`src/rtl/alu_dispatch.sv`:
```
// alu_dispatch: single-issue dispatcher that routes one instruction at a time to a
// functional unit, waits UNIT_LATENCY edges, then holds the captured result until taken.
module alu_dispatch #(
    parameter int UNIT_LATENCY = 1
) (
    input  logic       Clk,
    input  logic       Reset,
    input  logic       In_Valid,
    output logic       In_Ready,
    input  logic [3:0] In_Opcode,
    input  logic [7:0] In_A,
    input  logic [7:0] In_B,
    output logic [3:0] Opcode,
    output logic [7:0] A,
    output logic [7:0] B,
    output logic [2:0] Select,
    input  logic [7:0] Unit_Result,
    input  logic       Unit_Flag,
    output logic       Out_Valid,
    input  logic       Out_Ready,
    output logic [7:0] Out_Result,
    output logic       Out_Flag,
    output logic [3:0] Out_Opcode,
    output logic       Error
);
    typedef enum logic [1:0] {IDLE, WAIT, DONE} state_t;
    state_t     state, state_nxt;
    logic [3:0] cnt;
    logic       accept, illegal;
    assign accept  = In_Valid && In_Ready;
    assign illegal = In_Opcode == 4'hF;
    always_ff @(posedge Clk or posedge Reset) begin
        if (Reset) state <= IDLE;
        else       state <= state_nxt;
    end
    always_comb begin
        state_nxt = state;
        if (state == IDLE)      state_nxt = accept ? (illegal ? DONE : WAIT) : IDLE;
        else if (state == WAIT) state_nxt = (cnt == 4'd0) ? DONE : WAIT;
        else                    state_nxt = Out_Ready ? IDLE : DONE;
    end
    always_comb begin
        In_Ready  = state == IDLE;
        Out_Valid = state == DONE;
    end
    // Illegal opcodes complete immediately with a zero result and never wake a unit.
    always_ff @(posedge Clk or posedge Reset) begin
        if (Reset) begin
            cnt        <= 4'd0;
            Opcode     <= 4'd0;
            A          <= 8'd0;
            B          <= 8'd0;
            Select     <= 3'b111;
            Out_Result <= 8'd0;
            Out_Flag   <= 1'b0;
            Out_Opcode <= 4'd0;
            Error      <= 1'b0;
        end else if (accept) begin
            Opcode <= In_Opcode;
            A      <= In_A;
            B      <= In_B;
            Select <= illegal ? 3'b111 : {1'b0, In_Opcode[3:2]};
            cnt    <= illegal ? 4'd0 : 4'(UNIT_LATENCY);
            if (illegal) begin
                Out_Result <= 8'd0;
                Out_Flag   <= 1'b0;
                Out_Opcode <= In_Opcode;
                Error      <= 1'b1;
            end
        end else if (state == WAIT) begin
            if (cnt != 4'd0) begin
                cnt <= cnt - 4'd1;
            end else begin
                Out_Result <= Unit_Result;
                Out_Flag   <= Unit_Flag;
                Out_Opcode <= Opcode;
                Error      <= 1'b0;
                Select     <= 3'b111;
            end
        end
    end
endmodule

```
`config.mk`:
```
export PLATFORM = sky130hd
export DESIGN_NAME = alu_dispatch
export DESIGN_NICKNAME = d
export VERILOG_FILES = /design/src/rtl/alu_dispatch.sv
export SDC_FILE = /design/constraint.sdc
export NUM_CORES = 1
export LEC_CHECK = 0
export ABC_AREA = 0
export BUFFER_PORTS_ARGS = -buffer_cell sky130_fd_sc_hd__buf_4
export CAP_MARGIN = 20
export CORE_MARGIN = 3
export CORE_UTILIZATION = 40
export DETAILED_ROUTE_END_ITERATION = 8
export PLACE_DENSITY = 0.69
export SETUP_SLACK_MARGIN = 0.02
export SLEW_MARGIN = 40
export SYNTH_ARGS = -nofsm -noshare
export SYNTH_HDL_FRONTEND = slang
export SYNTH_SLANG_ARGS = --single-unit
export TNS_END_PERCENT = 1
```
`constraint.sdc`:
```
create_clock -name Clk -period 2.02 [get_ports Clk]
set_input_delay 0.101 -clock Clk [delete_from_list [all_inputs] [get_ports Clk]]
set_output_delay 0.101 -clock Clk [all_outputs]
set_load 0.005 [all_outputs]
```
==> flow_results.org <==
** Worst setup path
- Startpoint of the worst setup timing path :: cnt[0]$_DFFE_PP0P_
- The critical path in this run is classified as reg2reg.
- Setup crit end :: Out_Result[2]$_DFFE_PP0P_
- End of the worst register-to-register path :: Out_Result[2]$_DFFE_PP0P_
- Sort of element at the end of the critical path :: flip-flop
- STA classifies the critical path startpoint as a flip-flop.
- In this run the critical register-to-register path is launched from cnt[0]$_DFFE_PP0P_.
- In this run the register-to-register setup slack is 0.13 ns.
- At the worst endpoint, the arrival time is between 2 and 2.5 ns.
- For the worst flop-to-flop path, the logic depth is 5.
- Maximum net fanout on the critical path :: 10
- Data required time of the critical path :: 2.20 ns

** Synthesis
- After synthesis, the share of flip-flops with an asynchronous set or reset is 1.00.
- Synthesized area per cell :: 10.4 sq um
- Unique cell type count in the Yosys netlist :: 27
- The number of nets in the synthesized netlist is between 200 and 250.
- Synthesis-stage register bit count :: 43
- By area the synthesized netlist is led by sky130_fd_sc_hd__dfrtp_1 (58%), sky130_fd_sc_hd__nand2_1 (14%), sky130_fd_sc_hd__dfstp_2 (4.6%).
- In this run, synthesis inferred 0 flip-flops with an integrated enable.
- Most frequent cell after synthesis :: sky130_fd_sc_hd__nand2_1
- Of the post-synthesis cell area, the dominant cell type holds 0.581.
- After technology mapping, the gate count stands at between 150 and 200.
- For this run, the register share of the synthesized area comes to 0.627.
- Most frequently used flop master after synthesis :: sky130_fd_sc_hd__dfrtp_1
- Summed over all instances, the cell type with the most area after synthesis is sky130_fd_sc_hd__dfrtp_1.
- In the synthesized netlist, the cells that appear most often are sky130_fd_sc_hd__nand2_1 (64), sky130_fd_sc_hd__dfrtp_1 (40), sky130_fd_sc_hd__a22o_1 (9), sky130_fd_sc_hd__nor2_1 (8), sky130_fd_sc_hd__o22a_1 (5).
- In this run the cell area of the synthesized design comes to about 1700 sq um.
- Number of synthesis warnings :: 0

** Route
- Dividing the detail-routed wire length by the instance count gives approximately 14 um.
- Number of search-and-repair iterations in the first detailed-routing pass :: 4
- Routed via count divided by cell count :: ~5
- In this run the remaining antenna-violating nets after routing total 0.
- Total length of routed wires :: 4380 um
- After detailed routing, the number of remaining DRC violations is 0.
- Number of violations reported at the end of detailed-routing iteration 0 :: 63
- The final route contains 1510 vias.

** Cells and area
- Of the cells placed in the final design, the portion with a size suffix greater than 1 is 0.333.
- After filler insertion, the fill cell instance count of the layout stands at between 300 and 400.
- With fillers left out, the area of the finished cells amounts to 2570 sq um.
- The number of antenna diodes in the final layout is 0.
- Multi-input gate area in the final layout :: approximately 590 sq um
- Across the whole layout, storage elements account for between 1000 and 1500 sq um.
- The net count of the finished layout is between 200 and 300.
- Area added between synthesis and finish :: 49.1%

** Floorplan
- After floorplanning, the core was divided into 23 placement rows.
- Initial core utilization :: 0.422
- Pin placement for this block handled 72 I/O pins.
- The floorplan step set the die height to between 70 and 80 um.
- The total area inside the core boundary comes to between 4000 and 5000 sq um.
- DIE WIDTH :: about 70 um
- The floorplan step defined a die boundary enclosing 5130 sq um.

** STA
- Period minus WS final :: around 1.9 ns
- Share of the cycle needed by the critical path after routing :: 0.936
- Derived from the worst setup path, the maximum achievable clock frequency is ~530 MHz.
- Unrepaired setup endpoints after global routing :: false
- Number of pins exceeding their max-slew limit in the final report :: 0
- Worst Max-Slew Pin Slew :: 0.538 ns
- Count of final hold-check violations :: 0
- Setup violations remaining at the end of the flow were counted as 0.
- Setup Skew :: around 0.0036 ns
- Headroom to the max-slew limit came out at 0.642.
- On the final layout, the worst hold slack is ~0.0059 ns.
- After routing, the total negative slack on setup checks comes to 0 ns.

** Clock tree
- The H-tree was split into 2 levels.
- CTS tree :: built
- The clock drives 43 sinks.
- After clock tree synthesis, the setup repair step added 0 buffers.
- Number of buffers created by CTS :: 5
- The later pin in the worst-skew pair is clocked with a latency of 0.29 ns.
- Worst-case clock buffer depth :: 2
- Clock-pin slew was measured on the worst setup and hold paths at around 0.080 ns.
- CTS placed an instance of sky130_fd_sc_hd__clkbuf_8 at the clock tree root.
- Count of cells resized by post-cts repair :: 0
- In this run, post-CTS hold repair placed 17 buffers.

** Placement
- Input and output buffers added on the ports amount to 71.
- Final Wtd Congestion :: between 0.7 and 0.8
- Once placement finished, the instance area stood at 2300 sq um.
- HPWL Detailed :: 2890 um

** Power and ir drop
- Clock share of power :: 0.161
- Of the total power, the share spent switching nets is 0.343.
- The analysis attributes to net switching a power of around 1.3 mW.
- Internal cell power :: between 2 and 2.5 mW
- Portion of total power attributed to combinational logic :: 0.418
- PnR Total Power :: about 3.7 mW
- Power per Cell Area :: 1440 nW/um^2
- Sequential group share of total power :: 0.421
- Largest voltage drop on the vdd net :: between 0.8 and 0.9 mV
- Standby leakage power :: about 1.3 nW

** Global routing
- The first global-routing pass estimated slightly above 7000 um of wire.
- Pin count of the biggest net entering global routing :: 44
- Total global routing overflow :: 0
- The number of global-route vias before repair came to 1543.
- The initial antenna violation count came to 0.
- Across every metal layer, demand over resource in global routing totals 0.182.

** Worst hold path
- The startpoint identified for the worst hold timing path is In_B[1].
- Hold/Removal Path Class :: in2reg

** Run status
- The run finished with clean final reports.

** Flow run
- Max cap viols :: 0
## logic make-up (layout without fill, tap and decap cells)
kind of cell / count (synthesis) / count (layout) / synth area share
flip-flops: 43 / 43 / 0.627
multiplexers: 2 / 2 / 0.0116
buffers and inverters: 11 / 103 / 0.0334
AND/OR/NAND/NOR: 83 / 83 / 0.202
AO/OA/AOI/OAI: 25 / 25 / 0.112
adder cells (fa/ha/maj): 2 / 2 / 0.0145
## critical path: stages (launching register included)
cell and delay [ns]:
sky130_fd_sc_hd__dfrtp_1 0.42, sky130_fd_sc_hd__inv_1 0.10, sky130_fd_sc_hd__ha_1 0.16, sky130_fd_sc_hd__or3b_1 0.48, sky130_fd_sc_hd__o22a_1 0.37, sky130_fd_sc_hd__a22o_1 0.25
## cells in the final DEF (no fill, tap or decap), types with 2 or more instances in the layout
master                          count
sky130_fd_sc_hd__clkbuf_8           7
sky130_fd_sc_hd__nor2_1             8
sky130_fd_sc_hd__nand2_1           64
sky130_fd_sc_hd__a22o_1             9
sky130_fd_sc_hd__dfrtp_1           40
sky130_fd_sc_hd__nand3_1            2
sky130_fd_sc_hd__o21ai_0            2
sky130_fd_sc_hd__a21oi_1            3
sky130_fd_sc_hd__buf_4             74
sky130_fd_sc_hd__dlygate4sd3_1     17
sky130_fd_sc_hd__dfstp_2            3
sky130_fd_sc_hd__a211oi_1           3
sky130_fd_sc_hd__or3b_1             2
sky130_fd_sc_hd__mux2i_1            2
sky130_fd_sc_hd__inv_1              3
sky130_fd_sc_hd__o22a_1             5
sky130_fd_sc_hd__ha_1               2
## flip-flops by register name (all words and copies together) (netlist names)
name and count:
A 8, B 8, Error 1, Opcode 4, Out_Flag 1, Out_Opcode 4, Out_Result 8, Select 3
cnt 4, state 2
## per-stage QoR
stage	utilization	cells	worst slack, ns
3_3_place_gp	0.562	283	0.267
6_report	0.629	308	0.129
3_5_place_dp	0.562	283	0.157
4_1_cts	0.629	308	0.131
2_1_floorplan	-	166	0.332
5_1_grt	0.629	308	0.0315
## worst min path at each step
stage          slack (ns)  cells past startpoint                     to
6_report            0.006                      3       B[1]$_DFFE_PP0P_
5_1_grt             0.006                      3  Opcode[0]$_DFFE_PP0P_
4_1_cts             0.002                      3       B[1]$_DFFE_PP0P_
3_3_place_gp         0.26                      3       B[6]$_DFFE_PP0P_
3_5_place_dp         0.26                      3       B[6]$_DFFE_PP0P_
2_1_floorplan        0.20                      1     state[1]$_DFF_PP0_
## layer usage
layer | track usage | share of wire
met1 | 0.228 | 0.43
met2 | 0.288 | 0.48
met3 | 0.0729 | 0.072
met4 | 0.0647 | 0.011
met5 | 0 | 0
## cell type report
class | instances | share of cell area
flip-flops and latches | 43 | 0.420
repair buffers | 91 | 0.283
multi-input cells | 112 | 0.228
clock buffers | 8 | 0.0390
well taps | 50 | 0.0244
inverters | 4 | 0.00585
## power by group through the flow
stage,logic [mW],clock network [mW],registers [mW]
after CTS,1.57,0.611,1.56
after floorplan,0.754,0,1.55
after global placement,1.50,0,1.57
final,1.55,0.597,1.56
after detailed placement,1.54,0,1.56
after global routing,1.74,0.649,1.61
Power figures use the tool's default switching activity.
